$ cat config.mk
export PLATFORM = sky130hd
export DESIGN_NAME = ac_sequencer
export DESIGN_NICKNAME = d
export VERILOG_FILES = /design/src/rtl/ac_sequencer.sv
export SDC_FILE = /design/constraint.sdc
export NUM_CORES = 1
export LEC_CHECK = 0
export CAP_MARGIN = 20
export CORE_MARGIN = 4
export CORE_UTILIZATION = 56
export DETAILED_ROUTE_END_ITERATION = 12
export DONT_BUFFER_PORTS = 1
export GPL_ROUTABILITY_DRIVEN = 0
export PLACE_DENSITY = 0.78
export RECOVER_POWER = 50
export REMOVE_ABC_BUFFERS = 1
export SLEW_MARGIN = 20
export SYNTH_ARGS = -nofsm -noshare
export SYNTH_HDL_FRONTEND = slang
export SYNTH_SLANG_ARGS = --single-unit
$ cat constraint.sdc
create_clock -name clk -period 4.5 [get_ports clk]
set_input_delay 0.9 -clock clk [delete_from_list [all_inputs] [get_ports clk]]
set_output_delay 0.9 -clock clk [all_outputs]
set_load 0.05 [all_outputs]
$ cat src/rtl/ac_sequencer.sv
// Command sequencer for an address/accumulator register: walks a rows x cols tile,
// issuing clear/load/+1/+K pulses and presenting each element address under valid/ready.
module ac_sequencer #(
   parameter int               WIDTH = 16,
   parameter logic [WIDTH-1:0] K     = 'd100
) (
   input  logic             clk,
   input  logic             reset_n,
   input  logic             start,
   input  logic             mode,
   input  logic [WIDTH-1:0] base_addr,
   input  logic [WIDTH-1:0] n_rows,
   input  logic [WIDTH-1:0] n_cols,
   input  logic             ready,
   output logic             ac_reset,
   output logic             ac_load,
   output logic             ac_inc,
   output logic             ac_inck,
   output logic [WIDTH-1:0] ac_data,
   output logic             addr_valid,
   output logic [WIDTH-1:0] addr_exp,
   output logic             busy,
   output logic             done
);

   localparam logic [WIDTH-1:0] ONE = {{(WIDTH-1){1'b0}}, 1'b1};

   typedef enum logic [2:0] {
      S_IDLE,
      S_CLR,
      S_LD,
      S_WAIT,
      S_STEP,
      S_DONE
   } state_t;

   state_t           state_q, state_d;
   logic             mode_q, mode_d;
   logic [WIDTH-1:0] inner_cnt_q, inner_cnt_d;
   logic [WIDTH-1:0] outer_cnt_q, outer_cnt_d;
   logic [WIDTH-1:0] inner_idx_q, inner_idx_d;
   logic [WIDTH-1:0] outer_idx_q, outer_idx_d;
   logic [WIDTH-1:0] outer_base_q, outer_base_d;
   logic [WIDTH-1:0] addr_exp_q, addr_exp_d;

   logic             last_inner;
   logic             last_outer;

   assign last_inner = (inner_idx_q == inner_cnt_q - ONE);
   assign last_outer = (outer_idx_q == outer_cnt_q - ONE);

   always_ff @(posedge clk or negedge reset_n) begin
      if (!reset_n) begin
         state_q      <= S_IDLE;
         mode_q       <= 1'b0;
         inner_cnt_q  <= '0;
         outer_cnt_q  <= '0;
         inner_idx_q  <= '0;
         outer_idx_q  <= '0;
         outer_base_q <= '0;
         addr_exp_q   <= '0;
      end else begin
         state_q      <= state_d;
         mode_q       <= mode_d;
         inner_cnt_q  <= inner_cnt_d;
         outer_cnt_q  <= outer_cnt_d;
         inner_idx_q  <= inner_idx_d;
         outer_idx_q  <= outer_idx_d;
         outer_base_q <= outer_base_d;
         addr_exp_q   <= addr_exp_d;
      end
   end

   // addr_exp_q mirrors the register's next-state function for each issued command.
   always_comb begin
      state_d      = state_q;
      mode_d       = mode_q;
      inner_cnt_d  = inner_cnt_q;
      outer_cnt_d  = outer_cnt_q;
      inner_idx_d  = inner_idx_q;
      outer_idx_d  = outer_idx_q;
      outer_base_d = outer_base_q;
      addr_exp_d   = addr_exp_q;

      unique case (state_q)
         S_IDLE: begin
            if (start) begin
               mode_d       = mode;
               inner_cnt_d  = mode ? n_cols : n_rows;
               outer_cnt_d  = mode ? n_rows : n_cols;
               inner_idx_d  = '0;
               outer_idx_d  = '0;
               outer_base_d = base_addr;
               state_d      = ((n_rows == '0) || (n_cols == '0)) ? S_DONE : S_CLR;
            end
         end
         S_CLR: begin
            addr_exp_d = '0;
            state_d    = S_LD;
         end
         S_LD: begin
            addr_exp_d  = outer_base_q;
            inner_idx_d = '0;
            state_d     = S_WAIT;
         end
         S_WAIT: begin
            if (ready) begin
               if (last_inner && last_outer) begin
                  state_d = S_DONE;
               end else if (last_inner) begin
                  outer_idx_d  = outer_idx_q + ONE;
                  outer_base_d = outer_base_q + (mode_q ? K : ONE);
                  state_d      = S_LD;
               end else begin
                  inner_idx_d = inner_idx_q + ONE;
                  state_d     = S_STEP;
               end
            end
         end
         S_STEP: begin
            addr_exp_d = addr_exp_q + (mode_q ? ONE : K);
            state_d    = S_WAIT;
         end
         S_DONE: begin
            state_d = S_IDLE;
         end
         default: begin
            state_d = S_IDLE;
         end
      endcase
   end

   always_comb begin
      ac_reset   = (state_q == S_CLR);
      ac_load    = (state_q == S_LD);
      ac_inc     = (state_q == S_STEP) && mode_q;
      ac_inck    = (state_q == S_STEP) && !mode_q;
      addr_valid = (state_q == S_WAIT);
      busy       = (state_q == S_CLR) || (state_q == S_LD) ||
                   (state_q == S_WAIT) || (state_q == S_STEP);
      done       = (state_q == S_DONE);
   end

   assign ac_data  = outer_base_q;
   assign addr_exp = addr_exp_q;

endmodule

# Yosys cells after proc, flatten, opt, wreduce, memory -nomap -nowiden
# Index checks and enable logic that the tools add are counted.
# classes
addsub	6
n_eq_ne	12
n_mux	25
reduce_logical	19
# op_table
op	n
$mux 16	13
$pmux 16 s3	2
$pmux 16 s2	2
$add 16x1->16 const B	2
$add 16x7->16	2
$eq 16x16->1	2
$logic_not 16->1	2
$sub 16x1->16 const B	2
$mux 3	5
$mux 7	2
$pmux 3 s4	1
$reduce_and 5->1	2
$ne 2x2->1 const B	4
$eq 3x2->1 const B	2
$eq 3x3->1 const B	2
$reduce_bool 3->1	2
$logic_or 1x1->1	4
$reduce_and 2->1	2
$eq 3x1->1 const B	1
$logic_and 1x1->1	3
$logic_not 3->1	1
$ne 2x1->1 const B	1
$reduce_bool 2->1	1
$reduce_or 2->1	1
$logic_not 1->1	1
# totals
output_inout_bits	39
elab_cells	70
ff_bits	100

# Logic depth before layout (Yosys ltp)
# Gate-level depths: netlist of the first run.
# depth
depth_word	6
mapped_depth	12
depth_no_buf	11

# Worst setup path before layout of the first run
# Ideal clock, no wire load.
# synth_path
kind	register -> register
startpoint	register inner_cnt_q[0]
endpoint	register inner_idx_q[4]
path_buffers	1
t_arrival_ps	2987
period_less_slack_ps	3107
stages_incl_launch_ff	11
setup_ps	120
path_slack_ps	1393
cell_sequence	dfrtp_1 > inv_1 > ha_1 > or4b_4 > or4_1 > mux2i_1 > nor3_1 > or4_4 > o21a_1 > buf_6 > a41o_2
# synth_via
elab_chain_len	5
word_cells_on_any_way	6
# synth_rtl
item	line_no	rtl
start: declaration	39	logic [WIDTH-1:0] inner_cnt_q, inner_cnt_d;
start signal: assignment	65	inner_cnt_q <= inner_cnt_d;
$sub 16x1->16 *	49	assign last_inner = (inner_idx_q == inner_cnt_q - ONE);
$eq 16x16->1 *	49	
$logic_and 1x1->1	108	if (last_inner && last_outer) begin
$ne 2x2->1 (no line)	-	
$reduce_and 5->1 (no line) *	-	
end signal: assignment	67	inner_idx_q <= inner_idx_d;
end: declaration	41	logic [WIDTH-1:0] inner_idx_q, inner_idx_d;
# Mark *: on every way between the ends. The rest lies on a longest branch, timed or not.
# A chain may end at the register's enable or synchronous reset.

# Final worst setup path of the first run
# layout_path
startpoint	register outer_cnt_q[0]
endpoint	register outer_base_q[6], in the netlist ac_data[6]
# layout_via
elab_chain_len	5
# layout_rtl
item	line_no	rtl
start: declaration	40	logic [WIDTH-1:0] outer_cnt_q, outer_cnt_d;
start signal: assignment	66	outer_cnt_q <= outer_cnt_d;
$sub 16x1->16	50	assign last_outer = (outer_idx_q == outer_cnt_q - ONE);
$eq 16x16->1	50	
$logic_and 1x1->1	108	
$ne 2x2->1 (no line)	-	
$reduce_and 5->1 (no line)	-	
end signal: assignment	69	outer_base_q <= outer_base_d;
end: declaration	43	logic [WIDTH-1:0] outer_base_q, outer_base_d;
# No other way between the ends.

==> results of run 1 <==
## layout make-up
type                    count  area [sq um]  share of cell area, %
flip-flops and latches    100          2500                   34.2
clock inverters             5          36.3                  0.496
well taps                 168           210                   2.87
clock buffers              11           253                   3.46
multi-input cells         653          4170                   57.0
repair buffers              9          67.6                  0.924
inverters                  19          71.3                  0.975
## cells in the final DEF, fill, tap and decap left out, drive strengths merged, types with 9 or more instances in the layout
master    n
nor2     81
clkbuf   11
nor3     18
buf       9
ha       14
o22ai    18
xnor2    32
nand2    51
inv      17
nand4    14
o21ai    38
nor4     17
a31oi    15
nand2b   14
mux2i    43
o211ai   12
a21oi    92
xor2     12
or4      18
and3     17
or3      13
dfrtp   100
nand3    30
## flip-flops by register name (all words and copies together), names as in the netlist
signal       flops
outer_idx_q     16
ac_data         16
outer_cnt_q     16
inner_idx_q     16
mode_q           1
addr_exp        16
state_q          3
inner_cnt_q     16
## kinds of logic (layout without fill, tap and decap cells)
logic type                 after synthesis  in the layout  share of synthesized area, %
DFF                                    100            100                          35.8
muxes                                   45             45                          6.48
AOI/OAI and AO/OA                      244            244                          22.0
and+or+nand+nor                        306            306                          23.1
xor gates and xnor gates                44             44                          5.51
adders and majority gates               14             14                          2.51
buffers and inverters                   75             44                          4.56
## critical path, stage by stage, from the launching register on
cell	delay (ns)
dfrtp_1	0.43
inv_1	0.08
ha_1	0.26
nor4b_1	0.57
a31oi_1	0.20
o32ai_1	0.33
a31oi_1	0.10
nor4_2	0.45
nand4b_2	0.47
and2_1	0.59
o21ai_0	0.20
## power groups by stage
| stage | sequential [W] | combinational [W] | clock, W |
|---|---|---|---|
| after floorplan | 0.00208 | 0.00169 | 0 |
| after global placement | 0.00221 | 0.00204 | 0 |
| after detailed placement | 0.00225 | 0.00214 | 0 |
| after CTS | 0.00222 | 0.00216 | 0.000770 |
| after global routing | 0.00230 | 0.00244 | 0.000811 |
| final | 0.00224 | 0.00219 | 0.000762 |
## per-layer routing
| layer | routed length, microns | up-vias | track usage, % |
|---|---|---|---|
| met5 | 13 | - | 0 |
| met1 | 7760 | 3098 | 34.3 |
| met3 | 1420 | 45 | 5.33 |
| met2 | 9040 | 274 | 42.7 |
| met4 | 468 | 2 | 10.1 |
| li1 | - | 3009 | - |
## metrics by stage
step | cells | cell area, sq um | setup slack (ns) | util, %
6_report | 965 | 7310 | 0.674 | 60.4
5_1_grt | 965 | 7310 | 0.317 | 60.4
4_1_cts | 965 | 7310 | 0.676 | 60.4
3_5_place_dp | 949 | 7020 | 0.710 | 58.0
3_3_place_gp | 949 | 7020 | 0.859 | 58.0
2_1_floorplan | 772 | 6740 | 0.934 | -
## how the worst max path moves through the flow
stage | start | endpoint | slack (ns) | depth (start not counted)
final | outer_cnt_q[0] | ac_data[6] | 0.67 | 10
after global placement | outer_cnt_q[2] | ac_data[5] | 0.86 | 8
after detailed placement | inner_cnt_q[0] | outer_idx_q[8] | 0.71 | 10
after global routing | inner_cnt_q[0] | outer_idx_q[9] | 0.32 | 10
after CTS | inner_cnt_q[0] | outer_idx_q[9] | 0.68 | 10
after floorplan | inner_cnt_q[0] | outer_idx_q[9] | 0.93 | 10
==> results.ini, run 1 <==
[yosys]
ys_seq_area_share_pct = 35.8
syn_inst = 828
ys.flop_type = dfrtp_1
synth.avg_cell_area_sq_um = 8.44
yosysTopAreaCell = dfrtp_1
yosysWarnings = 0
synth_most_common_cell = dfrtp_1
synth_top_area_share_pct = 35.8
synth-seq-cells = 100
synth_edf_count = 0
syn_area_sq_um = 6990
synthDistinctLibCells = 72
netlist_top_cells_count = 100 x dfrtp_1, 92 x a21oi_1, 81 x nor2_1
async_flop_share_pct = 100
synth_area_leaders = dfrtp_1 36%, a21oi_1 6.6%, mux2i_1 6.2%

[finish]
nets = 859
fill_cells = 1069
antennaDiodeCount = 0
drive_gt1_share_pct = 5.65
area_delta_synth_final_pct = 4.58

[sta]
worstMarginPinSlew_ns = 1.10
final_hold_viol_count = 0
finalSetupViolations = 0
max_freq_mhz = 261
post-route-period-util_pct = 85.0
whs_ns = 0.228
final.min_clock_period_ns = 3.83
rsz0062_at_grt = no
relSlewSlack_pct = 26.3
final-max-slew-violation-count = 0
setup_tns_ns = 0
skew_ns = 0.00964

[cts]
cts_resized = 0
clock-sinks = 100
clock_latency_ns = 0.36
htree_levels = 3
post_cts_buffers = 0
cts_hold_buf = 0
clk_pin_slew_worst_paths_ns = 0.07
tritoncts = done
cts_root_buffer = clkbuf_16
cts_made_buffers = 9
cts_buffer_depth = 2

[power]
ir_drop_mv = 0.297
seqPwrFrac_pct = 43.2
internal_power_w = 0.00247
clkPwrFrac_pct = 14.7
p_comb_share_pct = 42.1
p_sw_w = 0.00272
p_per_area_nw_per_um2 = 710
p_leak_nw = 3.02
switching_share_pct = 52.3
power.total_w = 0.00519

[grt]
grt_pass1_vias = 6076
overflow = 0
grt_util_all_layers_pct = 26.1
antenna_found_initial = 1
grt_max_degree = 101
grt_pass1_wl_microns = 30600

[die]
die_width_microns = 120
io_pins = 92
core_area_sq_um = 12100
start_util_pct = 57.7
die_height_microns = 120
core.rowCount = 40
die_area_sq_um = 14300

[critical_path]
reg2reg_depth = 10
ff2ff_setup_slack_ns = 0.67
startpoint_type = flop
cp-end-kind = flop
worstPathMaxFanout = 25
crit_required_ns = 4.71
timing.rr.end = ac_data[6]
r2r-start = outer_cnt_q[0]
cp.arrival_ns = 4.04
path_class = reg -> reg

[detailed_routing]
ant_nets = 0
wl_per_cell_microns = 19.4
drtIter0Drc = 692
post_drt_via_cell_ratio = 6.66
finalWirelength_microns = 18700
drc = 0
num_vias = 6428
first_pass_iters = 7

[placed_design]
dp_hpwl_microns = 13200
port_buffers = 0

[flow_run]
drv_cap = 0

[outcome]
status = finished clean

[hold_path]
hp-class = in -> async

(Power assumes the default switching activity.)
==> run 2, diff against run 1 <==
--- a/config.mk
+++ b/config.mk
@@ -11,9 +11,11 @@
 export DETAILED_ROUTE_END_ITERATION = 12
 export DONT_BUFFER_PORTS = 1
 export GPL_ROUTABILITY_DRIVEN = 0
+export HOLD_SLACK_MARGIN = 0.08
 export PLACE_DENSITY = 0.78
 export RECOVER_POWER = 50
 export REMOVE_ABC_BUFFERS = 1
+export SETUP_SLACK_MARGIN = 0.3
 export SLEW_MARGIN = 20
 export SYNTH_ARGS = -nofsm -noshare
 export SYNTH_HDL_FRONTEND = slang
==> results of run 2 <==
Final layout, timing and power as in run 1 (identical DEF).
